## config.mk

```make
export PLATFORM = sky130hd
export DESIGN_NAME = rst_seq_ctrl
export DESIGN_NICKNAME = d
export VERILOG_FILES = /design/src/rtl/rst_seq_ctrl_pkg.sv /design/src/rtl/rst_seq_ctrl_timer.sv /design/src/rtl/rst_seq_ctrl.sv
export SDC_FILE = /design/constraint.sdc
export NUM_CORES = 1
export LEC_CHECK = 0
export ABC_CLOCK_PERIOD_IN_PS = 2800
export CELL_PAD_IN_SITES_DETAIL_PLACEMENT = 1
export CELL_PAD_IN_SITES_GLOBAL_PLACEMENT = 2
export CORE_UTILIZATION = 32
export DETAILED_ROUTE_END_ITERATION = 6
export PLACE_DENSITY_LB_ADDON = 0.25
export SLEW_MARGIN = 20
export SYNTH_ARGS = -nofsm -noshare
export SYNTH_HDL_FRONTEND = slang
export SYNTH_HIERARCHICAL = 1
export SYNTH_SLANG_ARGS = --single-unit
```

## constraint.sdc

```tcl
create_clock -name i_clk -period 2.8 [get_ports i_clk]
set_clock_uncertainty 0.1 [all_clocks]
set_input_delay 0.7 -clock i_clk [delete_from_list [all_inputs] [get_ports i_clk]]
set_output_delay 0.7 -clock i_clk [all_outputs]
set_load 0.02 [all_outputs]
```

## src/rtl/rst_seq_ctrl_pkg.sv

```systemverilog
// Shared state encodings, default timing constants and counter-width helper for the reset sequencer.
// Consumed by rst_seq_ctrl and rst_seq_ctrl_timer (optional ack gating: RST_SEQ_ACK_EN).
package rst_seq_ctrl_pkg;

    localparam logic [1:0] ST_HOLD     = 2'd0;
    localparam logic [1:0] ST_REL      = 2'd1;
    localparam logic [1:0] ST_WAIT_ACK = 2'd2;
    localparam logic [1:0] ST_DONE     = 2'd3;

    localparam int DEF_NUM_DOM   = 3;
    localparam int DEF_HOLD_CYC  = 16;
    localparam int DEF_DELAY_CYC = 8;

    // Wide enough to hold the larger of the two limits itself, not just limit-1.
    function automatic int cnt_width(input int hold_cyc, input int delay_cyc);
        return $clog2(((hold_cyc > delay_cyc) ? hold_cyc : delay_cyc) + 1);
    endfunction

endpackage

```

## src/rtl/rst_seq_ctrl_timer.sv

```systemverilog
// Shared hold/spacing timer: up-counter with synchronous clear and terminal-count flag (cnt == limit-1).
// The limit is chosen by the sequencer FSM per state.
module rst_seq_ctrl_timer #(
    parameter int CNT_W = 4
) (
    input  logic             i_clk,
    input  logic             i_rst,
    input  logic             i_clr,
    input  logic [CNT_W-1:0] i_limit,
    output logic             o_tc
);

    logic [CNT_W-1:0] r_cnt;

    always_ff @(posedge i_clk) begin
        if (i_rst || i_clr) begin
            r_cnt <= '0;
        end else begin
            r_cnt <= r_cnt + CNT_W'(1);
        end
    end

    assign o_tc = (r_cnt == (i_limit - CNT_W'(1)));

endmodule

```

## src/rtl/rst_seq_ctrl.sv

```systemverilog
// Reset sequencer: holds every domain reset, then releases domains 0..NUM_DOM-1 with fixed spacing.
// Build option RST_SEQ_ACK_EN adds i_dom_ack; each next release then waits for the previous domain's ack.
//   state       | meaning
//   ST_HOLD     | all resets asserted, timing the initial hold
//   ST_REL      | timing the spacing before releasing domain r_idx
//   ST_WAIT_ACK | domain r_idx released, waiting for its ack (ack build only)
//   ST_DONE     | all domains released, waiting for a software reset request
module rst_seq_ctrl
    import rst_seq_ctrl_pkg::*;
#(
    parameter int NUM_DOM   = DEF_NUM_DOM,
    parameter int HOLD_CYC  = DEF_HOLD_CYC,
    parameter int DELAY_CYC = DEF_DELAY_CYC
) (
    input  logic               i_clk,
    input  logic               i_rst,
    input  logic               i_sw_rst_req,
`ifdef RST_SEQ_ACK_EN
    input  logic [NUM_DOM-1:0] i_dom_ack,
`endif
    output logic [NUM_DOM-1:0] o_rst_out,
    output logic               o_busy,
    output logic               o_done
);

    localparam int CNT_W = cnt_width(HOLD_CYC, DELAY_CYC);
    localparam int IDX_W = (NUM_DOM > 1) ? $clog2(NUM_DOM) : 1;
    localparam logic [CNT_W-1:0] HOLD_LIM  = CNT_W'(HOLD_CYC);
    localparam logic [CNT_W-1:0] DELAY_LIM = CNT_W'(DELAY_CYC);
    localparam logic [IDX_W-1:0] LAST_IDX  = IDX_W'(NUM_DOM - 1);

    logic [1:0]         r_state;
    logic [IDX_W-1:0]   r_idx;
    logic [NUM_DOM-1:0] r_rst_out;
    logic               r_busy;
    logic               r_done;

    logic [NUM_DOM-1:0] w_dom_mask;
    logic [CNT_W-1:0]   w_limit;
    logic               w_is_cnt;
    logic               w_clr;
    logic               w_tc;

    assign w_dom_mask = NUM_DOM'(1) << r_idx;
    assign w_limit    = (r_state == ST_HOLD) ? HOLD_LIM : DELAY_LIM;
    assign w_is_cnt   = (r_state == ST_HOLD) || (r_state == ST_REL);
    // Timer is parked at zero outside HOLD/REL so every timed phase starts from a clean count.
    assign w_clr      = i_sw_rst_req || w_tc || !w_is_cnt;

`ifdef RST_SEQ_ACK_EN
    logic w_ack;
    assign w_ack = |(i_dom_ack & w_dom_mask);
`endif

    rst_seq_ctrl_timer #(.CNT_W(CNT_W)) u_timer (
        .i_clk   (i_clk),
        .i_rst   (i_rst),
        .i_clr   (w_clr),
        .i_limit (w_limit),
        .o_tc    (w_tc)
    );

    always_ff @(posedge i_clk) begin
        if (i_rst) begin
            r_state   <= ST_HOLD;
            r_idx     <= '0;
            r_rst_out <= '1;
            r_busy    <= 1'b1;
            r_done    <= 1'b0;
        end else begin
            case (r_state)
                ST_HOLD: begin
                    if (!i_sw_rst_req && w_tc) begin
                        r_state <= ST_REL;
                        r_idx   <= '0;
                    end
                end
                ST_REL: begin
                    if (i_sw_rst_req) begin
                        r_state   <= ST_HOLD;
                        r_idx     <= '0;
                        r_rst_out <= '1;
                    end else if (w_tc) begin
                        r_rst_out <= r_rst_out & ~w_dom_mask;
`ifdef RST_SEQ_ACK_EN
                        r_state   <= ST_WAIT_ACK;
`else
                        if (r_idx == LAST_IDX) begin
                            r_state <= ST_DONE;
                            r_done  <= 1'b1;
                            r_busy  <= 1'b0;
                        end else begin
                            r_idx <= r_idx + IDX_W'(1);
                        end
`endif
                    end
                end
                ST_WAIT_ACK: begin
`ifdef RST_SEQ_ACK_EN
                    if (i_sw_rst_req) begin
                        r_state   <= ST_HOLD;
                        r_idx     <= '0;
                        r_rst_out <= '1;
                    end else if (w_ack) begin
                        if (r_idx == LAST_IDX) begin
                            r_state <= ST_DONE;
                            r_done  <= 1'b1;
                            r_busy  <= 1'b0;
                        end else begin
                            r_state <= ST_REL;
                            r_idx   <= r_idx + IDX_W'(1);
                        end
                    end
`else
                    // Unreachable without acks; recover into a fresh, fully asserted hold.
                    r_state   <= ST_HOLD;
                    r_idx     <= '0;
                    r_rst_out <= '1;
                    r_busy    <= 1'b1;
                    r_done    <= 1'b0;
`endif
                end
                ST_DONE: begin
                    if (i_sw_rst_req) begin
                        r_state   <= ST_HOLD;
                        r_idx     <= '0;
                        r_rst_out <= '1;
                        r_busy    <= 1'b1;
                        r_done    <= 1'b0;
                    end
                end
                default: begin
                    r_state   <= ST_HOLD;
                    r_idx     <= '0;
                    r_rst_out <= '1;
                    r_busy    <= 1'b1;
                    r_done    <= 1'b0;
                end
            endcase
        end
    end

    assign o_rst_out = r_rst_out;
    assign o_busy    = r_busy;
    assign o_done    = r_done;

endmodule

```

Yosys cells after proc, flatten, opt, wreduce, memory -nomap -nowiden:

Index checks and enable logic that the tools add are counted.
W data, S select, Z words.

* flip-flop bits (word level): 14
* bits of input ports: 3
* output and inout port bits: 5
* word-level logic and storage cells: 64

* $add $sub $neg: 3
* eq/ne operators: 13
* shift-type cells: 1
* mux-type cells: 26
* bitwise gates (word level): 2
* reductions and logical operators: 13

Operators by type and width (number)
* $mux W2: 9
* $pmux W2 S4: 2
* $mux W3: 3
* $pmux W3 S3: 1
* $mux W1: 8
* $reduce_and A4 Y1: 2
* $eq A2 B2 Y1 const B: 3
* $ne A2 B2 Y1 const B: 3
* $ne A3 B3 Y1 const B: 2
* $pmux W1 S3: 2
* $add A5 B1 Y5 const B: 1
* $eq A5 B5 Y1: 1
* $mux W5: 1
* $reduce_and A5 Y1: 1
* $sub A5 B1 Y5 const B: 1
* $logic_or A1 B1 Y1: 4
* $ne A2 B1 Y1 const B: 2
* $and A3 B3 Y3: 1
* $ne A3 B2 Y1 const B: 1
* $not A3 Y3: 1
* $reduce_and A3 Y1: 1
* $reduce_bool A3 Y1: 1
* $shl A1 B2 Y3 const A: 1
* $add A2 B1 Y2 const B: 1
* 4 further kinds: 5

Longest topological paths before layout:

Gate-level depths: netlist of run 1.

* word-level depth: 7
* gate-level depth with buffers: 8
* mapped depth without buffers: 8

Hierarchy:

The synthesis of run 1 kept the hierarchy.

By module, submodules not included
* rst_seq_ctrl: instances 1, cells an instance 55, area each 445.4 sq um, seq. area each 180.2 sq um
* rst_seq_ctrl_timer: instances 1, cells an instance 33, area each 309.0 sq um, seq. area each 100.1 sq um

Least setup slack after synthesis of run 1:

No wires, ideal clock.

* path type: register to register
* start: register r_state[1]
* end: register r_idx[1]
* library setup time: 121 ps
* arrival: 1948 ps
* required time: 2579 ps
* path slack: 631 ps
* stages on the path, launching flop included: 9
* path buffers: 0
* clock period less this slack: 2169 ps
* cells stage by stage: dfxtp_1 > nor2_1 > inv_2 > nor4bb_1 > o211ai_2 > a311oi_1 > nor2b_1 > o32a_1 > o22ai_1

* cells in the longest elaborated chain, start to end: 7
* elaborated cells between the ends (all ways): 14
* those cells by class: add/sub (1); eq/ne (8); mux (2); reduce/logical (3)

Ends and longest elaborated chain
* start: declaration: RTL line rst_seq_ctrl.sv:32 `logic [1:0] r_state;`
* start signal: assignment: RTL line rst_seq_ctrl.sv:65 `r_state <= ST_HOLD;`
* start signal: assignment: RTL line rst_seq_ctrl.sv:74 `r_state <= ST_REL;`
* start signal: assignment: RTL line rst_seq_ctrl.sv:80 `r_state <= ST_HOLD;`
* $logic_not A2 Y1 (*): RTL line rst_seq_ctrl.sv:45 `assign w_limit = (r_state == ST_HOLD) ? HOLD_LIM : DELAY_LIM;`
* $mux W5 (*): RTL line rst_seq_ctrl.sv:45
* via w_limit[4]: RTL line rst_seq_ctrl.sv:39 `logic [CNT_W-1:0] w_limit;`
* $sub A5 B1 Y5 (*): RTL line rst_seq_ctrl_timer.sv:23 `assign o_tc = (r_cnt == (i_limit - CNT_W'(1)));`
* $eq A5 B5 Y1 (*): RTL line rst_seq_ctrl_timer.sv:23
* via w_tc: RTL line rst_seq_ctrl.sv:42 `logic w_tc;`
* $logic_and A1 B1 Y1: RTL line rst_seq_ctrl.sv:73 `if (!i_sw_rst_req && w_tc) begin`
* $ne A2 B1 Y1 (no line)
* $reduce_and A4 Y1 (no line) (*)
* end signal: assignment: RTL line rst_seq_ctrl.sv:93 `r_idx <= r_idx + IDX_W'(1);`
* end: declaration: RTL line rst_seq_ctrl.sv:33 `logic [IDX_W-1:0] r_idx;`

Mark *: on every way through the listed nets, which the timed path passes. The rest lies on a longest branch.
A chain may end at the register's enable or synchronous reset.

Worst setup path in the final report of run 1:

Ends and elaborated chain as after synthesis.

==> impl_metrics.tcl, run 1 <==
set metrics [dict create \
    status "completed" \
    final_common_cell "dfxtp_1" \
    arrival_ns 2.64 \
    first_global_vias 665 \
    slew_violations 0 \
    fill_cells 274 \
    p_leak_nw 0.3853 \
    numPortBuffers 7 \
    nets 118 \
    yosysUniqueCellTypes 29 \
    min_path_cells 2 \
    hold_path_class "reg2reg" \
    core_um2 2212 \
    gp_congestion 0.7029 \
    via_per_inst 4.679 \
    syn_area_um2 754.5 \
    grt_antenna_before_repair 0 \
    clock_sinks 14 \
    r2r_cells 8 \
    rsz0062_at_grt "false" \
    ctsHoldBuffers 0 \
    ys_ff_latch 14 \
    cts-root-buf "clkbuf_4" \
    die_y_um 50.56 \
    syn_inst 88 \
    numCtsBuffers 3 \
    track_usage 0.1521 \
    diodes 0 \
    fin_crit_sh 0.9168 \
    start_kind "flip-flop" \
    cts_tree "built" \
    worstPathRequired_ns 2.88 \
    synthTopCellsByArea "dfxtp_1 37%, ha_1 8.3%, inv_1 5.0%" \
    drive_above_1_share 0.06422 \
    vias 641 \
    worstSkewPairLatency_ns 0.28 \
    fin_crit_ns 2.567 \
    grt_max_degree 9 \
    dp_hpwl_um 1275 \
    min_from "o_rst_out[2]" \
    hold_end "o_rst_out[2]" \
    relSlewSlack 0.5655 \
    grt_pass1_wl_um 2870 \
    start_util 0.3411 \
    grt_overflow_total 0 \
    die_area_um2 2556 \
    wire_per_inst_um 11.77 \
    area_growth_pct 24.21 \
    synthFlopType "dfxtp_1" \
    syn_area_per_cell_um2 8.574 \
    slowest_delay_ns 0.57 \
    drt_iter0_markers 5 \
    setup_viol 0 \
    h-tree-depth 1 \
    synth.yosys.warnings 6 \
    rrSetupSlack_ns 0.23 \
    clock.fmax_mhz 389.5 \
    path_cells "nor2_1 -> inv_2 -> nor4bb_1 -> o211ai_2 -> a311oi_1 -> nor2b_1 -> o32a_1 -> o22ai_1" \
    clkTransAtPathRegs_ns 0.09 \
    rows 17 \
    pin_count 8 \
    async_flop_share 0 \
    fin_util 0.4236 \
    worstMarginPinSlew_ns 0.6473 \
    yosysTopAreaCell "dfxtp_1" \
    hold_violations 0 \
    cpMaxStageDelayCell "a311oi_1" \
    drt_pre_antenna_iters 2 \
    synth-edff-count 0 \
    critPathKind "reg2reg" \
    cts_resized 0 \
    end_kind "flip-flop" \
    max_cap_viol_count 0 \
    tns_ns 0 \
    vdd_drop_max_uv 241.5 \
    synth_top_area_share 0.3715 \
    antenna_left 0 \
    power.density_nw_per_um2 400.3 \
    path_max_fanout 7 \
    r2r_start "r_state[1]" \
    ys_seq_area_frac 0.3715 \
    drc 0 \
    wl_um 1613 \
    reg2reg_to "r_idx[1]" \
    die_x_um 50.56 \
    cts_setup_buffers 0 \
    max-clock-path-buffers 2 \
    layout_common_cells "14 x dfxtp_1, 10 x inv_1, 10 x conb_1" \
]
-- worst max path at each step --
stage | start | end | slack (ns) | depth (start not counted)
floorplan | r_state[1] | r_idx[1] | 0.63 | 8
CTS | r_state[1] | r_idx[1] | 0.21 | 8
global route | r_state[1] | r_idx[1] | 0.01 | 8
finish | r_state[1] | r_idx[1] | 0.23 | 8
global placement | r_state[1] | r_idx[1] | 0.41 | 8
detailed placement | r_state[1] | r_idx[1] | 0.27 | 8
-- Yosys cell counts, drive strengths merged (2+ instances only) --
cell type,number
or3,2
nor3b,2
nor3,5
ha,5
inv,11
o21ai,7
nand2,4
nand3,2
xor2,4
a21oi,7
nand2b,3
xnor2,4
nor2b,3
nor2,3
dfxtp,14
-- routing by layer --
metal	vias to the layer above	track usage	wire length [um]	part of all wire
met4	0	0.04167	12	0.0074
met3	2	0.05455	55	0.034
met1	293	0.1907	810	0.50
met2	9	0.2444	734	0.46
met5	-	0	0	0
li1	337	-	-	-
-- where the power goes --
group	internal, mW	leakage [nW]	total, mW	switching, mW
clock	0.0792	0.0210	0.148	0.0685
sequential	0.200	0.113	0.202	0.00167
combinational	0.0118	0.251	0.0255	0.0137
total	0.291	0.385	0.375	0.0838
-- per-stage QoR --
stage,worst slack [ns],std cells,cell area [um2],hold slack (ns),power [mW]
after floorplan,0.6312,97,788.3,0.3499,0.2222
after global placement,0.4083,133,900.9,0.3515,0.2315
after detailed placement,0.2672,133,900.9,0.3642,0.2313
after CTS,0.2127,137,937.1,0.3777,0.3838
after global routing,0.01207,137,937.1,0.4238,0.3940
final,0.2329,137,937.1,0.3794,0.3752
-- cells by family (layout without fill, tap and decap cells) --
family / count (synthesis) / in the layout / synth area share
compound gates: 20 / 20 / 0.1642
xor+xnor: 8 / 8 / 0.09286
fa+ha+maj: 5 / 5 / 0.08292
buf+inv: 11 / 23 / 0.05473
flops: 14 / 14 / 0.3715
other cells: 1 / 10 / 0.004970
simple gates: 29 / 29 / 0.2288
-- flip-flops by register name (all words and copies together) (netlist names) --
register / cells
o_done: 1
r_state: 2
o_busy: 1
u_timer/r_cnt: 5
o_rst_out: 3
r_idx: 2
-- area by class of cell --
type,instances,area [um2],area share
inverter,11,41.29,0.04406
sequential,14,280.3,0.2991
timing repair buffer,8,77.57,0.08278
clock buffer,4,36.28,0.03872
multi-input combinational,72,466.7,0.4980
tap,28,35.03,0.03738
-- critical path: cells and delay by family, from the launching register on --
kind	cells	cell delay [ns]
flops	1	0.38
simple gates	3	0.90
compound gates	4	0.97
buf+inv	1	0.10
Power figures use the tool's default switching activity.
==> run 2, diff against run 1 <==
--- a/config.mk
+++ b/config.mk
@@ -8,9 +8,10 @@
 export ABC_CLOCK_PERIOD_IN_PS = 2800
 export CELL_PAD_IN_SITES_DETAIL_PLACEMENT = 1
 export CELL_PAD_IN_SITES_GLOBAL_PLACEMENT = 2
-export CORE_UTILIZATION = 32
+export CORE_UTILIZATION = 25
 export DETAILED_ROUTE_END_ITERATION = 6
 export PLACE_DENSITY_LB_ADDON = 0.25
+export SKIP_LAST_GASP = 1
 export SLEW_MARGIN = 20
 export SYNTH_ARGS = -nofsm -noshare
 export SYNTH_HDL_FRONTEND = slang
==> constraint.sdc (replaced) <==
create_clock -name i_clk -period 2.8 [get_ports i_clk]
set_clock_uncertainty 0.1 [all_clocks]
set_input_delay 0.7 -clock i_clk [delete_from_list [all_inputs] [get_ports i_clk]]
set_output_delay 0.7 -clock i_clk [all_outputs]
set_load 0.1 [all_outputs]
==> run 2 against run 1 <==
  * Sequential power about the same
  * Critical path depth increased by 1
  * Global-route usage shrank 4.3 points
  * Die area rose by 27%
  * Sequential cell count is the same
==> impl_metrics.tcl, run 2 (synthesis gave the netlist of run 1 again) <==
set metrics [dict create \
    drt_iter0_markers 14 \
    ctsHoldBuffers 0 \
    first_global_vias 638 \
    dp_hpwl_um 1285 \
    drc 0 \
    slew_violations 0 \
    drt_pre_antenna_iters 4 \
    max-clock-path-buffers 2 \
    start_kind "flip-flop" \
    post_dp_cell_area_um2 899.6 \
    dp_cells 137 \
    reg2reg_to "r_idx[1]" \
    gp_congestion 0.7546 \
    max_cap_viol_count 0 \
    cts_tree "built" \
    nets 119 \
    die_x_um 56.94 \
    clkTransAtPathRegs_ns 0.09 \
    power_uw 374.9 \
    via_per_inst 4.546 \
    final_area_um2 935.9 \
    grt_antenna_before_repair 0 \
    end_kind "flip-flop" \
    r2r_cells 9 \
    drive_above_1_share 0.1182 \
    slowest_delay_ns 0.38 \
    min_from "o_rst_out[2]" \
    h-tree-depth 1 \
    post-place-ws_ns 0.4453 \
    die_y_um 56.94 \
    cts_resized 0 \
    grt_pass1_wl_um 2704 \
    rows 19 \
    grt_overflow_total 0 \
    core_um2 2805 \
    largest_reg_flops 5 \
    worstSkewPairLatency_ns 0.28 \
    fin_hold_ws_ns 0.3795 \
    arrival_ns 2.47 \
    pin_count 8 \
    min_path_cells 2 \
    rsz0062_at_grt "false" \
    setup_viol 0 \
    layout_common_cells "14 x dfxtp_1, 10 x inv_1, 10 x conb_1" \
    hold_path_class "reg2reg" \
    vdd_drop_max_uv 210.0 \
    power.density_nw_per_um2 400.6 \
    vias 641 \
    fin_crit_sh 0.8559 \
    critPathKind "reg2reg" \
    worstPathRequired_ns 2.87 \
    start_util 0.2690 \
    diodes 0 \
    numPortBuffers 7 \
    tns_ns 0 \
    die_area_um2 3242 \
    path_max_fanout 7 \
    hold_end "o_rst_out[2]" \
    wire_per_inst_um 11.22 \
    fin_crit_ns 2.396 \
    p_leak_nw 0.3917 \
    rrSetupSlack_ns 0.40 \
    cts_setup_buffers 0 \
    antenna_left 0 \
    final_common_cell "dfxtp_1" \
    r2r_start "r_state[1]" \
    clock_sinks 14 \
    timing.final.ws_setup_ns 0.4035 \
    numCtsBuffers 3 \
    grt_max_degree 9 \
    path_cells "nor2_1 -> inv_2 -> nor4bb_1 -> o211ai_2 -> a311oi_1 -> buf_4 -> nor2b_1 -> o32a_1 -> o22ai_1" \
    instances_no_fill 141 \
    cpMaxStageDelayCell "dfxtp_1" \
    fin_util 0.3336 \
    track_usage 0.1086 \
    wl_um 1582 \
    top_register "u_timer/r_cnt" \
    cts-root-buf "clkbuf_4" \
    clock.fmax_mhz 417.3 \
    hold_violations 0 \
    area_growth_pct 24.05 \
    status "completed" \
]
==> run 2: changes by cell type in the layout (fill, tap and decap cells not counted) <==
| cell | before | now |
|---|---|---|
| buf_4 | 1 | 7 |
| clkdlybuf4s50_1 | 7 | 2 |
==> run 2: metal layers <==
metal / GRT usage / vias up / share of wire
met5: 0 / - / 0
met4: 0.04181 / 0 / 0.0076
met3: 0.04082 / 2 / 0.049
met2: 0.1731 / 11 / 0.44
met1: 0.1332 / 289 / 0.50
li1: - / 339 / -
==> run 2: layout make-up <==
type,count,area [um2]
multi-input cells,72,466.7
repair buffers,9,72.57
flip-flops and latches,14,280.3
clock buffers,4,36.28
fillers,352,1869
inverters,11,41.29
well taps,31,38.79
==> run 2: worst max path at each step <==
stage | from | end | cells after the start
final | r_state[1] | r_idx[1] | 9
after global routing | r_state[1] | r_idx[0] | 9
after CTS | r_state[1] | r_idx[1] | 9
after detailed placement | r_state[1] | r_idx[1] | 9
after global placement | r_state[1] | r_idx[1] | 9
after floorplan | r_state[1] | r_idx[1] | 8
==> run 2: worst max-delay path, delay by kind of cell, from the launching register on <==
kind | cells | cell delay [ns]
AO/OA/AOI/OAI | 4 | 0.66
buffers and inverters | 2 | 0.29
AND/OR/NAND/NOR | 3 | 0.85
flip-flops | 1 | 0.38
==> run 2: where the power goes <==
part	leakage (nW)	internal (mW)	switching, mW
Clock	0.0210	0.0791	0.0681
Sequential	0.113	0.200	0.00153
Combinational	0.258	0.0119	0.0139
Total	0.392	0.291	0.0835
==> run 3, diff against run 2 <==
--- a/config.mk
+++ b/config.mk
@@ -9,6 +9,7 @@
 export CELL_PAD_IN_SITES_DETAIL_PLACEMENT = 1
 export CELL_PAD_IN_SITES_GLOBAL_PLACEMENT = 2
 export CORE_UTILIZATION = 25
+export CTS_BUF_LIST = sky130_fd_sc_hd__clkbuf_4 sky130_fd_sc_hd__clkbuf_8 sky130_fd_sc_hd__clkbuf_16
 export DETAILED_ROUTE_END_ITERATION = 6
 export PLACE_DENSITY_LB_ADDON = 0.25
 export SKIP_LAST_GASP = 1
==> results of run 3 <==
No change in the layout: final DEF, timing and power equal those of run 2.
